**src/rtl/riscv_pkg.sv**
```systemverilog
// Shared RV32I core definitions: reset vector, canonical NOP and the fetch entry layout.
package riscv_pkg;

  localparam logic [31:0] RESET_PC_DEFAULT = 32'h0000_0000;
  localparam logic [31:0] NOP_INSTR        = 32'h0000_0013;

  typedef struct packed {
    logic [31:0] pc;
    logic [31:0] instr;
  } fetch_entry_t;

endpackage

```
**src/rtl/sync_fifo2.sv**
```systemverilog
// Generic 2-entry synchronous FIFO; flush empties it, pushes while full are ignored unless a pop frees space.
module sync_fifo2 #(
  parameter int WIDTH = 32
) (
  input  logic             clk,
  input  logic             rst,
  input  logic             push,
  input  logic             pop,
  input  logic             flush,
  input  logic [WIDTH-1:0] wdata,
  output logic [WIDTH-1:0] rdata,
  output logic             full,
  output logic             empty,
  output logic [1:0]       count
);

  logic [WIDTH-1:0] mem [2];
  logic             rd_ptr;
  logic             wr_ptr;
  logic             do_push;
  logic             do_pop;

  assign empty   = (count == 2'd0);
  assign full    = (count == 2'd2);
  assign do_pop  = pop && !empty;
  assign do_push = push && (!full || do_pop);
  assign rdata   = mem[rd_ptr];

  always_ff @(posedge clk) begin
    if (rst) begin
      rd_ptr <= 1'b0;
      wr_ptr <= 1'b0;
      count  <= 2'd0;
      mem[0] <= '0;
      mem[1] <= '0;
    end else if (flush) begin
      rd_ptr <= 1'b0;
      wr_ptr <= 1'b0;
      count  <= 2'd0;
    end else begin
      if (do_push) begin
        mem[wr_ptr] <= wdata;
        wr_ptr      <= ~wr_ptr;
      end
      if (do_pop) begin
        rd_ptr <= ~rd_ptr;
      end
      count <= count + 2'(do_push) - 2'(do_pop);
    end
  end

endmodule

```
**src/rtl/fetch_stage.sv**
```systemverilog
// RV32I instruction fetch: PC generation, credit-limited memory requests, in-order response buffering
// and redirect flush with drop counting of stale responses.
module fetch_stage
  import riscv_pkg::*;
#(
  parameter logic [31:0] RESET_PC = RESET_PC_DEFAULT,
  parameter int          MAX_OUT  = 2
) (
  input  logic        clk,
  input  logic        rst,
  output logic        imem_req,
  output logic [31:0] imem_addr,
  input  logic        imem_ready,
  input  logic        imem_rvalid,
  input  logic [31:0] imem_rdata,
  input  logic        redirect,
  input  logic [31:0] redirect_pc,
  output logic        instr_valid,
  input  logic        instr_ready,
  output logic [31:0] instr,
  output logic [31:0] pc,
  output logic [31:0] pc_plus4
);

  localparam logic [2:0] CREDITS = 3'(MAX_OUT);

  logic [31:0]  fetch_pc;
  logic [31:0]  target;
  logic [1:0]   out_cnt;
  logic [1:0]   out_cnt_next;
  logic [1:0]   drop_cnt;
  logic [2:0]   in_use;
  logic         accept;
  logic         resp;
  logic         keep_resp;
  logic         pop_head;

  logic [31:0]  pcq_head;
  logic         pcq_full;
  logic         pcq_empty;
  logic [1:0]   pcq_count;

  fetch_entry_t ibuf_in;
  fetch_entry_t ibuf_head;
  logic         ibuf_full;
  logic         ibuf_empty;
  logic [1:0]   ibuf_count;

  // Handshakes: a transfer happens in a cycle where valid and ready are both high; valid never
  // depends on ready. imem_req/imem_ready is the request channel, instr_valid/instr_ready the
  // decode channel, and imem_rvalid is an unconditional response strobe.
  assign target       = redirect_pc & 32'hFFFF_FFFC;
  assign in_use       = {1'b0, out_cnt} + {1'b0, ibuf_count};
  assign imem_req     = !rst && !redirect && (in_use < CREDITS);
  assign imem_addr    = fetch_pc;
  assign accept       = imem_req && imem_ready;
  assign resp         = imem_rvalid && (out_cnt != 2'd0);
  assign keep_resp    = resp && (drop_cnt == 2'd0) && !redirect;
  assign out_cnt_next = out_cnt + 2'(accept) - 2'(resp);
  assign pop_head     = instr_valid && instr_ready && !redirect;

  assign ibuf_in.pc    = pcq_head;
  assign ibuf_in.instr = imem_rdata;

  sync_fifo2 #(.WIDTH(32)) u_pc_q (
    .clk   (clk),
    .rst   (rst),
    .push  (accept),
    .pop   (resp),
    .flush (1'b0),
    .wdata (fetch_pc),
    .rdata (pcq_head),
    .full  (pcq_full),
    .empty (pcq_empty),
    .count (pcq_count)
  );

  sync_fifo2 #(.WIDTH(64)) u_ibuf (
    .clk   (clk),
    .rst   (rst),
    .push  (keep_resp),
    .pop   (pop_head),
    .flush (redirect),
    .wdata (ibuf_in),
    .rdata (ibuf_head),
    .full  (ibuf_full),
    .empty (ibuf_empty),
    .count (ibuf_count)
  );

  // An empty buffer presents the reset-time NOP so decode never sees stale data.
  assign instr_valid = !ibuf_empty;
  assign instr       = ibuf_empty ? NOP_INSTR : ibuf_head.instr;
  assign pc          = ibuf_empty ? {RESET_PC[31:2], 2'b00} : ibuf_head.pc;
  assign pc_plus4    = pc + 32'd4;

  always_ff @(posedge clk) begin
    if (rst) begin
      fetch_pc <= {RESET_PC[31:2], 2'b00};
      out_cnt  <= 2'd0;
      drop_cnt <= 2'd0;
    end else begin
      out_cnt <= out_cnt_next;
      if (redirect) begin
        fetch_pc <= target;
      end else if (accept) begin
        fetch_pc <= fetch_pc + 32'd4;
      end
      // Everything still outstanding once this cycle's response retires belongs to the old path.
      if (redirect) begin
        drop_cnt <= out_cnt_next;
      end else if (resp && (drop_cnt != 2'd0)) begin
        drop_cnt <= drop_cnt - 2'd1;
      end
    end
  end

  resp_needs_outstanding: assert property (@(posedge clk) disable iff (rst)
    !(imem_rvalid && out_cnt == 2'd0));
  pcq_tracks_out_cnt: assert property (@(posedge clk) disable iff (rst)
    (pcq_count == out_cnt) && (pcq_empty == (out_cnt == 2'd0)));
  pcq_no_overflow: assert property (@(posedge clk) disable iff (rst)
    !(accept && pcq_full));
  ibuf_no_overflow: assert property (@(posedge clk) disable iff (rst)
    !(keep_resp && ibuf_full && !pop_head));

endmodule

```
**config.mk**
```make
export PLATFORM = sky130hd
export DESIGN_NAME = fetch_stage
export DESIGN_NICKNAME = d
export VERILOG_FILES = /design/src/rtl/riscv_pkg.sv /design/src/rtl/sync_fifo2.sv /design/src/rtl/fetch_stage.sv
export SDC_FILE = /design/constraint.sdc
export NUM_CORES = 1
export LEC_CHECK = 0
export ABC_CLOCK_PERIOD_IN_PS = 3830
export BUFFER_PORTS_ARGS = -buffer_cell sky130_fd_sc_hd__buf_2
export CAP_MARGIN = 15
export CORE_ASPECT_RATIO = 0.6
export CORE_MARGIN = 3
export CORE_UTILIZATION = 55
export DETAILED_ROUTE_END_ITERATION = 8
export GPL_TIMING_DRIVEN = 0
export PLACE_DENSITY_LB_ADDON = 0.12
export SYNTH_ARGS = -nofsm -noshare
export SYNTH_HDL_FRONTEND = slang
export SYNTH_SLANG_ARGS = --single-unit
```
**constraint.sdc**
```tcl
create_clock -name clk -period 3.83 [get_ports clk]
set_input_delay 0.383 -clock clk [delete_from_list [all_inputs] [get_ports clk]]
set_output_delay 0.383 -clock clk [all_outputs]
set_load 0.01 [all_outputs]
```
# Word-level counts from Yosys, hierarchy flattened
# Memory sizes are Yosys's and may differ from the RTL's. A register that Yosys moved wholly into a read port is not among the register bits.
# Index checks and enable logic that the tools add are counted.
[totals] regBits=44 elab_cells=85 in_bits=70 ramBits=192 memories=2
[memory_table] memory="u_ibuf.mem" words=2 word_bits=64 rd=1 rd_ports_with_merged_regs=1 wr=2 line="sync_fifo2.sv:17" text="logic [WIDTH-1:0] mem [2];"
[memory_table] memory="u_pc_q.mem" words=2 word_bits=32 rd=1 rd_ports_with_merged_regs=1 wr=2 line="sync_fifo2.sv:17"
[classes] order_cmp=1 reduce_logical=31 n_addsub=10 n_bitwise=4 n_eq_ne=2 mux=25
[op_table] operator="2-to-1 mux 32 bit" n=5
[op_table] operator="adder 32 x 3 -> 32 bit, second input constant" n=2
[op_table] operator="2-to-1 mux 64 bit" n=1
[op_table] operator="OR reduction 64 bit" n=1
[op_table] operator="OR reduction 32 bit" n=1
[op_table] operator="2-to-1 mux 1 bit" n=17
[op_table] operator="logical AND 1 bit" n=13
[op_table] operator="nonzero test 2 bit" n=4
[op_table] operator="adder 2 x 1 -> 2 bit" n=3
[op_table] operator="zero test 1 bit" n=6
[op_table] operator="zero test 2 bit" n=3
[op_table] operator="subtractor 2 x 1 -> 2 bit" n=3
[op_table] operator="equality test 2 bit, second input constant" n=2
[op_table] operator="2-to-1 mux 2 bit" n=2
[op_table] operator="inverter 1 bit" n=4
[op_table] operator="adder 2 x 2 -> 3 bit" n=1
[op_table] operator="less-than comparator 3 x 2 -> 1 bit, second input constant" n=1
[op_table] operator="logical OR 1 bit" n=2
[op_table] operator="OR reduction 2 bit" n=1
[op_table] operator="subtractor 2 x 1 -> 2 bit, second input constant" n=1

# Logic depth before layout (Yosys ltp)
# Gate-level depths: netlist (run 1).
[logic_depth] ltp_word=13 depth_mapped=14 depth_no_buf=12

# Hierarchy
# A second synthesis (run 1) with hierarchy kept.
[hier_totals] cells_unflattened=992 hier_area_um2=11965.2
[modules_own_cells] module="sync_fifo2 (u_ibuf)" seq_area_each_um2=3943.8 n_inst=1 area_per_inst_um2=5821.8 cells_each=370
[modules_own_cells] module="fetch_stage" seq_area_each_um2=680.7 n_inst=1 area_per_inst_um2=3111.7 cells_each=423
[modules_own_cells] module="sync_fifo2 (u_pc_q)" seq_area_each_um2=2021.9 n_inst=1 area_per_inst_um2=3031.7 cells_each=199

# Worst setup path after synthesis (run 1)
# No wires, ideal clock.
[synth_timing] kind="flip-flop to flip-flop" startpoint="reg u_ibuf.count[0]" endpoint="mem u_pc_q.mem[0][10], enable pin" slack_ps=290 required_ps=3442 synth_period_minus_slack_ps=3540 arrival_ps=3152 path_buffers=2 path_stages_with_launch=11 path_cell_list="dfxtp_1 -> and2_1 -> fa_1 -> nor4_1 -> and2_1 -> buf_2 -> inv_2 -> a31o_2 -> buf_2 -> nor2_2 -> or2_1"
[synth_lines] element="start, declared" line="sync_fifo2.sv:14" text="output logic [1:0] count"
[synth_lines] element="start signal, assigned" line="sync_fifo2.sv:48" text="count <= count + 2'(do_push) - 2'(do_pop);"
[synth_lines] element="end, declared" line="sync_fifo2.sv:17"

# Worst setup path after layout (run 1)
[layout_timing] startpoint="reg u_ibuf.count[0]" endpoint="out pc_plus4[30]"
[layout_between] elab_chain_cells=3
[layout_rtl] element="zero test 2 bit" line="sync_fifo2.sv:23" text="assign empty = (count == 2'd0);"
[layout_rtl] element="2-to-1 mux 32 bit" line="fetch_stage.sv:94" text="assign pc = ibuf_empty ? {RESET_PC[31:2], 2'b00} : ibuf_head.pc;"
[layout_rtl] element="adder 32 x 3 -> 32 bit" line="fetch_stage.sv:95" text="assign pc_plus4 = pc + 32'd4;"
[layout_rtl] element="end, declared" line="fetch_stage.sv:22" text="output logic [31:0] pc_plus4"
# Every way passes these cells.

==> metrics.cfg, run 1 <==
[setup_path]
cpPeakStageDelay_ns=0.44
end_kind=primary output
cp-start-kind=register
worst-setup-path-type=reg -> out
crit_path_frequent_cell=buf_2
cp_data_required_time_ns=3.45
critPathSlowestCell=dfxtp_1
cp.buffers_inverters=4
path_delay_family=simple AND/OR/NAND/NOR gates
critical_path_arrival_ns=3.27
path_cells=nor2_4, buf_2, buf_2, or2_2, inv_1, ha_2, nand3_1, or3_1, nor3_1, xnor2_1, buf_2
crit_fanout=19

[place]
place.gp.congestion=0.8849
port-buffer-count=190
place_area_um2=12380
dp_hpwl_mm=19.16
placed_cells_incl_taps=1450
place_ws_ns=-0.5863

[power]
power_frac_comb=0.121
swShare=0.2435
p_total_mw=5.903
powerDensity_nw_per_um2=449.8
p_leak_nw=5.134
seq_power_share=0.508
power_switching_mw=1.438
pwr-share-clk=0.371
irDropWorstVdd_v=0.0002885
p_int_mw=4.465

[global_routing]
overflow=0
grt_pass1_vias=7349
grt_use_total=0.2380
grt_start_max_net_pins=63
grt_pass1_wl_mm=40.79
antenna_found_initial=0

[drt]
detail-route-antenna-nets=0
num_vias=7935
avgRoutedWirePerCell_um=17.67
wl_mm=26.25
first_iter_violations=758
drc=0
vias_per_cell=5.340
firstDrtPassIters=5

[logic_synthesis]
seq_area_frac_synth=0.5798
yosys_warnings=0
synth_edf_count=184
ys_ff_latch=228
synth_flop_cell=edfxtp_1
avgSynthCellArea_um2=11.18
syn_area_um2=11050
synthArstFlopShare=0
synth_cells=988
synth_cell_types=59

[hold_path]
hold_class=in -> reg

[floorplanning]
die_height_um=115.8
dieArea_um2=21880
core_area_um2=19370
initial_core_util=0.5703
num_rows=39
dieWidth_um=189.0
boundaryPins=200

[cts]
numCtsBuffers=22
cts_sinks=228
clk_latency_ns=0.50
cts_tree=built
clk_pin_slew_ns=0.06
cts_root_buf=clkbuf_16
clk_path_buf_depth=3
cts_max_level=1

[final_layout]
drive_above_1_share=0.2156
stdcell_area_um2=13120
num-nets-final=1283
n_antenna_cell=0
area_growth_pct=18.79
fin_cells=1486
layout_commonest_cell=buf_2
layout_common_cells=200 x buf_2, 184 x edfxtp_1, 165 x nor2_1

[sta]
setup_ws_ns=0.1794
grt_setup_unrepaired=no
fin_crit_ns=3.651
worstMarginPinSlew_ns=0.9479
setup_viol=0
fin_setup_tns_ns=0
fmax_mhz=273.9
hold_viol=0
period_share=0.9532
finalClockSkew_ns=0.009136
drv_slew=0
slew_headroom=0.3680

[status]
status=finished clean

[run]
maxCapViolCount=0

==> logic make-up after synthesis <==
kind of cell / count (synthesis) / share of synthesized area
muxes: 99 / 0.09026
DFF: 228 / 0.5798
other: 1 / 0.0003394
buffers and inverters: 82 / 0.03409
xor gates and xnor gates: 43 / 0.03477
and+or+nand+nor: 457 / 0.2089
adders and majority gates: 9 / 0.01087
AOI/OAI and AO/OA: 69 / 0.04088
==> path summary, 6_finish.rpt <==
kind / slack (ns) / to / start / cells past startpoint
max: 0.18 / pc_plus4[30] / u_ibuf.count[0]$_SDFF_PP0_ / 11
min: 0.13 / imem_addr[16]$_SDFFE_PP0P_ / redirect_pc[16] / 3
max reg2reg: 0.25 / u_pc_q.mem[1][27]$_SDFFCE_PN0P_ / u_ibuf.count[0]$_SDFF_PP0_ / 9
min reg2reg: 0.53 / u_pc_q.rd_ptr$_SDFFE_PP0P_ / u_pc_q.rd_ptr$_SDFFE_PP0P_ / 2
==> synth_stat cells (all sizes together), types with 7 or more instances <==
cell type  number  area share
nor2          168       0.058
or2             7      0.0040
a21oi          22       0.010
dfxtp          44       0.080
o21ai          13      0.0059
and4            7      0.0055
ha              8      0.0091
nor3           21       0.010
nand3          34       0.016
clkbuf         40       0.014
a211oi          8      0.0063
mux2i          94       0.085
a31oi           8      0.0045
inv            18      0.0061
edfxtp        184        0.50
xor2           18       0.014
nand4          14      0.0079
and2          126       0.071
nand2          48       0.016
buf            24       0.014
xnor2          25       0.020
==> metrics by stage <==
step	util	hold WS, ns
finish	0.6775	0.1250
global route	0.6775	0.1216
CTS	0.6771	0.1100
detailed placement	0.6388	0.5086
global placement	0.6375	0.4959
floorplan	-	0.4813
==> area by class of cell <==
type,count,area (µm²)
Clock buffer,28,604.3
Tap cell,266,332.8
Timing Repair Buffer,191,965.9
Inverter,18,67.56
Clock inverter,12,127.6
Fill cell,1557,6248
Buffer,60,302.8
Sequential cell,228,6407
Multi-Input combinational cell,683,4315
==> state kept, by name (all words and copies together), names as in the netlist, named ones only <==
name	cells
u_ibuf.wr_ptr	1
drop_cnt	2
u_pc_q.rd_ptr	1
u_ibuf.rd_ptr	1
u_pc_q.wr_ptr	1
imem_addr	30
out_cnt	2
u_ibuf.mem	124
u_pc_q.count	2
u_pc_q.mem	60
u_ibuf.count	2
==> worst register-to-register path, delay by kind of cell, from the launching register on <==
family                   cells  cell delay, ns
flip-flops                   1            0.44
buffers and inverters        2            0.32
AND/OR/NAND/NOR              5            1.79
adder cells (fa/ha/maj)      1            0.43
AO/OA/AOI/OAI                1            0.24
==> power by group through the flow <==
stage	Clock (mW)	Combinational [mW]	Sequential [mW]
finish	2.19	0.717	3.00
global route	2.32	0.797	3.02
CTS	2.22	0.715	2.99
detailed placement	0	0.710	3.05
global placement	0	0.692	3.04
floorplan	0	0.453	3.02
==> repair_timing <==
item / CTS / global route
pin swaps: 0 / 0
endpoints found under the setup margin: 60 / 54
buffers inserted: 0 / 0
hold buffers: 0 / 0
gates resized for setup: 11 / 6
==> routing by layer <==
| layer | up-vias | part of all wire | track usage |
|---|---|---|---|
| met5 | - | 0 | 0 |
| met4 | 0 | 0.0096 | 0.03917 |
| met3 | 20 | 0.091 | 0.04111 |
| met2 | 350 | 0.40 | 0.3312 |
| met1 | 3676 | 0.50 | 0.3923 |
| li1 | 3889 | - | - |
No activity file was read; power rests on OpenSTA's default activity.
==> run 2, diff against run 1 <==
- ABC_AREA: unset -> 1
- CAP_MARGIN: 15 -> 20
==> metrics.cfg, run 2 <==
[status]
status=finished clean

[logic_synthesis]
seq_area_frac_synth=0.5389
synth_flop_cell=edfxtp_1
synthTopCellsByArea=edfxtp_1 46%, nand2_1 12%, nor2_1 8.2%
ys_ff_latch=228
synth_cells=1410
avgSynthCellArea_um2=8.431
synth_area_leader_cell=edfxtp_1
yosys_warnings=0
synth_cell_types=41
synthArstFlopShare=0
synthTopCellsByCount=371 x nand2_1, 259 x nor2_1, 184 x edfxtp_1
synth_top_area_frac=0.4648
synth_edf_count=184
syn_area_um2=11890
synth_most_common_cell=nand2_1

[setup_path]
end_kind=primary output
reg2reg_depth=10
cp_data_required_time_ns=3.45
timing.critical_path.depth=12
r2r_start=u_ibuf.count[0]$_SDFF_PP0_
crit_fanout=10
critPathSlowestCell=dfxtp_1
cp-start-kind=register
cpPeakStageDelay_ns=0.46
cp.buffers_inverters=5
path_delay_family=simple AND/OR/NAND/NOR gates
worst-setup-path-type=reg -> out
r2r-end=u_pc_q.mem[1][7]$_SDFFCE_PN0P_
cp-startpoint=u_ibuf.count[1]$_SDFF_PP0_
path_cells=nor2_2, inv_2, buf_2, nand2_1, inv_1, ha_1, inv_1, nor2_2, nand2_1, nor2_1, xor2_1, buf_2
critical_path_arrival_ns=3.05
reg2reg_slack_ns=0.76

[sta]
period_share=0.8975
slew_headroom=0.3947
hold_viol=0
finalClockSkew_ns=0.01386
fin_crit_ns=3.437
whs_ns=0.1016
worstMarginPinSlew_ns=0.9079
drv_slew=0
grt_setup_unrepaired=no
fmax_mhz=290.9
setup_viol=0
fin_setup_tns_ns=0

[drt]
firstDrtPassIters=5
vias_per_cell=5.406
wl_met2_mm=13.66
top_layer=met4
drc=0
first_iter_violations=1024
avgRoutedWirePerCell_um=17.44
wl_met1_mm=15.46
wl_mm=33.49
num_vias=10380
detail-route-antenna-nets=0
routed-wl-met3_mm=3.913

[floorplanning]
die_height_um=119.9
num_rows=40
boundaryPins=200
initial_core_util=0.5765
dieArea_um2=23470
dieWidth_um=195.8
core_area_um2=20620

[final_layout]
top_register=u_ibuf.mem
drive_above_1_share=0.1961
fin_util=0.6811
layout_common_cells=369 x nand2_1, 259 x nor2_1, 216 x buf_2
fill_cells=1743
area_growth_pct=18.15
layout_commonest_cell=nand2_1
largest_register_ff_count=124
stdcell_area_um2=14040
n_antenna_cell=0
num-nets-final=1710

[place]
place_area_um2=13270
place.gp.congestion=0.9457
port-buffer-count=190
dp_hpwl_mm=25.18

[cts]
cts_max_level=1
cts_root_buf=clkbuf_16
cts_sinks=228
cts_hold_buf=0
numCtsBuffers=22
clk_latency_ns=0.50
clk_pin_slew_ns=0.06
cts_setup_buffers=0
clk_path_buf_depth=3
cts_tree=built
cts_resized=0

[global_routing]
grt_start_max_net_pins=63
grt_use_total=0.2822
antenna_found_initial=0
overflow=0
grt_pass1_wl_mm=52.28
grt_pass1_vias=9429

[power]
powerDensity_nw_per_um2=423.0
p_total_mw=5.941
power_switching_mw=1.481
irDropWorstVdd_v=0.0003757
seq_power_share=0.491
p_int_mw=4.460
swShare=0.2493
power_frac_comb=0.116
pwr-share-clk=0.393
p_leak_nw=6.289

[hold_path]
holdPathStages=3
hold_class=in -> reg
hold_end=imem_addr[17]$_SDFFE_PP0P_
worst_hold_startpoint=redirect_pc[17]

[run]
maxCapViolCount=0

## run 2: cell types whose count changed after synthesis, sizes merged, moves of 23 or more
cell,before,now
mux2i,94,30
and2,126,2
nand2,48,374
nand3,34,90
buf,24,47
a21oi,22,57
inv,18,163
nor2,168,298
xnor2,25,1
## run 2: worst max-delay path by stage
| stage | to | slack (ns) |
|---|---|---|
| final | pc_plus4[16] | 0.39 |
| after global routing | pc_plus4[16] | 0.15 |
| after CTS | pc_plus4[16] | 0.41 |
| after detailed placement | u_pc_q.mem[1][6]$_SDFFCE_PN0P_ | 0.79 |
| after global placement | u_ibuf.mem[0][37]$_SDFFCE_PN0P_ | -0.46 |
| after floorplan | u_ibuf.mem[0][0]$_SDFFCE_PN0P_ | 0.88 |
## run 2: per-layer routing
| metal | track usage | up-vias |
|---|---|---|
| met5 | 0 | - |
| met4 | 0.04406 | 0 |
| met3 | 0.06846 | 42 |
| met2 | 0.3926 | 534 |
| met1 | 0.4515 | 4847 |
| li1 | - | 4956 |
## run 2: final cells by class
class / instances / area [µm²] / share of cell area
plain buffers: 65 / 374.1 / 0.02664
clock buffers: 28 / 614.3 / 0.04374
well taps: 273 / 341.6 / 0.02432
inverters: 164 / 621.8 / 0.04428
multi-input cells: 958 / 4519 / 0.3218
clock inverters: 12 / 161.4 / 0.01149
repair buffers: 192 / 1006 / 0.07163
flip-flops and latches: 228 / 6406 / 0.4561
## run 2: through the flow
step	cells	setup slack, ns
final	1920	0.3928
after global routing	1920	0.1498
after CTS	1920	0.4140
after detailed placement	1880	0.7899
after global placement	1878	-0.4582
after floorplan	1415	0.8763
## run 2: power groups by stage
stage / clock (mW) / sequential, mW / combinational [mW]
after detailed placement: 0 / 2.96 / 0.679
after floorplan: 0 / 2.96 / 0.423
after global placement: 0 / 2.97 / 0.654
after CTS: 2.36 / 2.91 / 0.684
after global routing: 2.46 / 2.93 / 0.766
final: 2.34 / 2.92 / 0.690
## run 2: tightest hold or removal path, stage by stage
cell and delay [ns]:
buf_2 0.07, nand3_1 0.06, nand2_1 0.06
## run 2: logic make-up after synthesis
| logic type | count (synthesis) | synth area share |
|---|---|---|
| AND/OR/NAND/NOR | 783 | 0.2772 |
| buffers and inverters | 229 | 0.08378 |
| flip-flops | 228 | 0.5389 |
| AO/OA/AOI/OAI | 106 | 0.04673 |
| multiplexers | 30 | 0.02526 |
| XOR/XNOR | 24 | 0.01768 |
| adder cells (fa/ha/maj) | 9 | 0.01010 |
| other | 1 | 0.0003155 |
==> run 3, diff against run 2 <==
- CORE_ASPECT_RATIO: 0.6 -> 1.2
==> metrics.cfg, run 3 (synthesis results as in run 2) <==
[final_layout]
layout_commonest_cell=nand2_1
n_antenna_cell=0
stdcell_area_um2=13940
num-nets-final=1711
area_growth_pct=17.28
top_register=u_ibuf.mem
drive_above_1_share=0.1928
largest_register_ff_count=124
layout_common_cells=369 x nand2_1, 259 x nor2_1, 216 x buf_2
fin_cells=1919

[cts]
clk_pin_slew_ns=0.06
cts_hold_buf=0
cts_resized=0
cts_max_level=1
clk_path_buf_depth=3
cts_tree=built
cts_root_buf=clkbuf_16
cts_sinks=228
clk_latency_ns=0.53
numCtsBuffers=23
cts_setup_buffers=0

[power]
irDropWorstVdd_v=0.0002942
power_frac_comb=0.118
power_switching_mw=1.433
p_int_mw=4.200
p_leak_nw=6.242
pwr-share-clk=0.365
powerDensity_nw_per_um2=404.0
swShare=0.2544
seq_power_share=0.517

[place]
port-buffer-count=190
placed_cells_incl_taps=1877
place_area_um2=13270
dp_hpwl_mm=22.77
place_ws_ns=0.8241
place.gp.congestion=0.9539

[setup_path]
cp-start-kind=register
end_kind=primary output
crit_fanout=10
critical_path_arrival_ns=2.82
cp_data_required_time_ns=3.45
worst-setup-path-type=reg -> out

[floorplanning]
dieArea_um2=23420
num_rows=58
dieWidth_um=140.2
die_height_um=167.1
initial_core_util=0.5629
boundaryPins=200
core_area_um2=21120

[hold_path]
hold_class=in -> reg

[sta]
fin_setup_tns_ns=0
setup_ws_ns=0.6253
fmax_mhz=312.0
hold_viol=0
fin_crit_ns=3.205
drv_slew=0
setup_viol=0
grt_setup_unrepaired=no
slew_headroom=0.4127
whs_ns=0.09501
period_share=0.8367
finalClockSkew_ns=0.02035
worstMarginPinSlew_ns=0.8810

[drt]
vias_per_cell=5.177
detail-route-antenna-nets=0
first_iter_violations=628
firstDrtPassIters=5
num_vias=9934
avgRoutedWirePerCell_um=15.79
drc=0
wl_mm=30.29

[status]
status=finished clean

[global_routing]
grt_pass1_wl_mm=47.24
grt_pass1_vias=9416
grt_start_max_net_pins=63
overflow=0
grt_use_total=0.2486
antenna_found_initial=0

[run]
maxCapViolCount=0

## run 3: cell count changes in the layout (fill, tap and decap cells not counted)
cell        delta
clkbuf_1       +9
inv_16         +1
inv_6          -1
clkinvlp_4     -1
clkbuf_8       -1
bufinv_16      -4
clkinv_2       +1
clkinv_1       -2
## run 3: area by class of cell
class,instances,area (µm²)
well taps,270,337.8
clock inverters,6,42.54
clock buffers,36,634.4
fillers,1795,7176
flip-flops and latches,228,6406
inverters,164,621.8
multi-input cells,958,4519
plain buffers,65,374.1
repair buffers,192,1006
## run 3: critical path, cell delays in order (launching register included)
cell and delay [ns]:
dfxtp_1 0.43, nor2_2 0.16, inv_2 0.13, buf_2 0.22, nand2_1 0.08, inv_1 0.11, ha_1 0.24, inv_1 0.12
nor2_2 0.22, nand2_1 0.16, nor2_1 0.15, xor2_1 0.14, buf_2 0.14
## run 3: per-layer routing
layer | track usage | wire, µm | up-vias
met1 | 0.3214 | 12280 | 4512
met4 | 0.08512 | 994 | 0
li1 | - | - | 4950
met3 | 0.03102 | 2086 | 67
met5 | 0 | 0 | -
met2 | 0.4325 | 14930 | 405
## run 3: path summary, 6_finish.rpt
path	from	cells past startpoint	endpoint	slack [ns]
max	u_ibuf.count[1]$_SDFF_PP0_	12	pc_plus4[16]	0.63
min	rst	2	imem_addr[7]$_SDFFE_PP0P_	0.1
max reg2reg	u_ibuf.count[0]$_SDFF_PP0_	12	u_pc_q.mem[0][10]$_SDFFCE_PN0P_	0.82
min reg2reg	u_pc_q.rd_ptr$_SDFFE_PP0P_	1	register	0.46
## run 3: through the flow
step	utilization	total power, mW
after floorplan	-	3.380
after global placement	0.6248	3.605
final	0.6602	5.633
after global routing	0.6602	5.841
after detailed placement	0.6282	3.627
after CTS	0.6602	5.659
## run 3: power by group through the flow
stage          combinational (mW)  clock [mW]  sequential [mW]
3_3_place_gp                0.639           0             2.97
5_1_grt                     0.741        2.17             2.93
3_5_place_dp                0.663           0             2.96
2_1_floorplan               0.423           0             2.96
6_report                    0.666        2.05             2.91
4_1_cts                     0.667        2.08             2.91
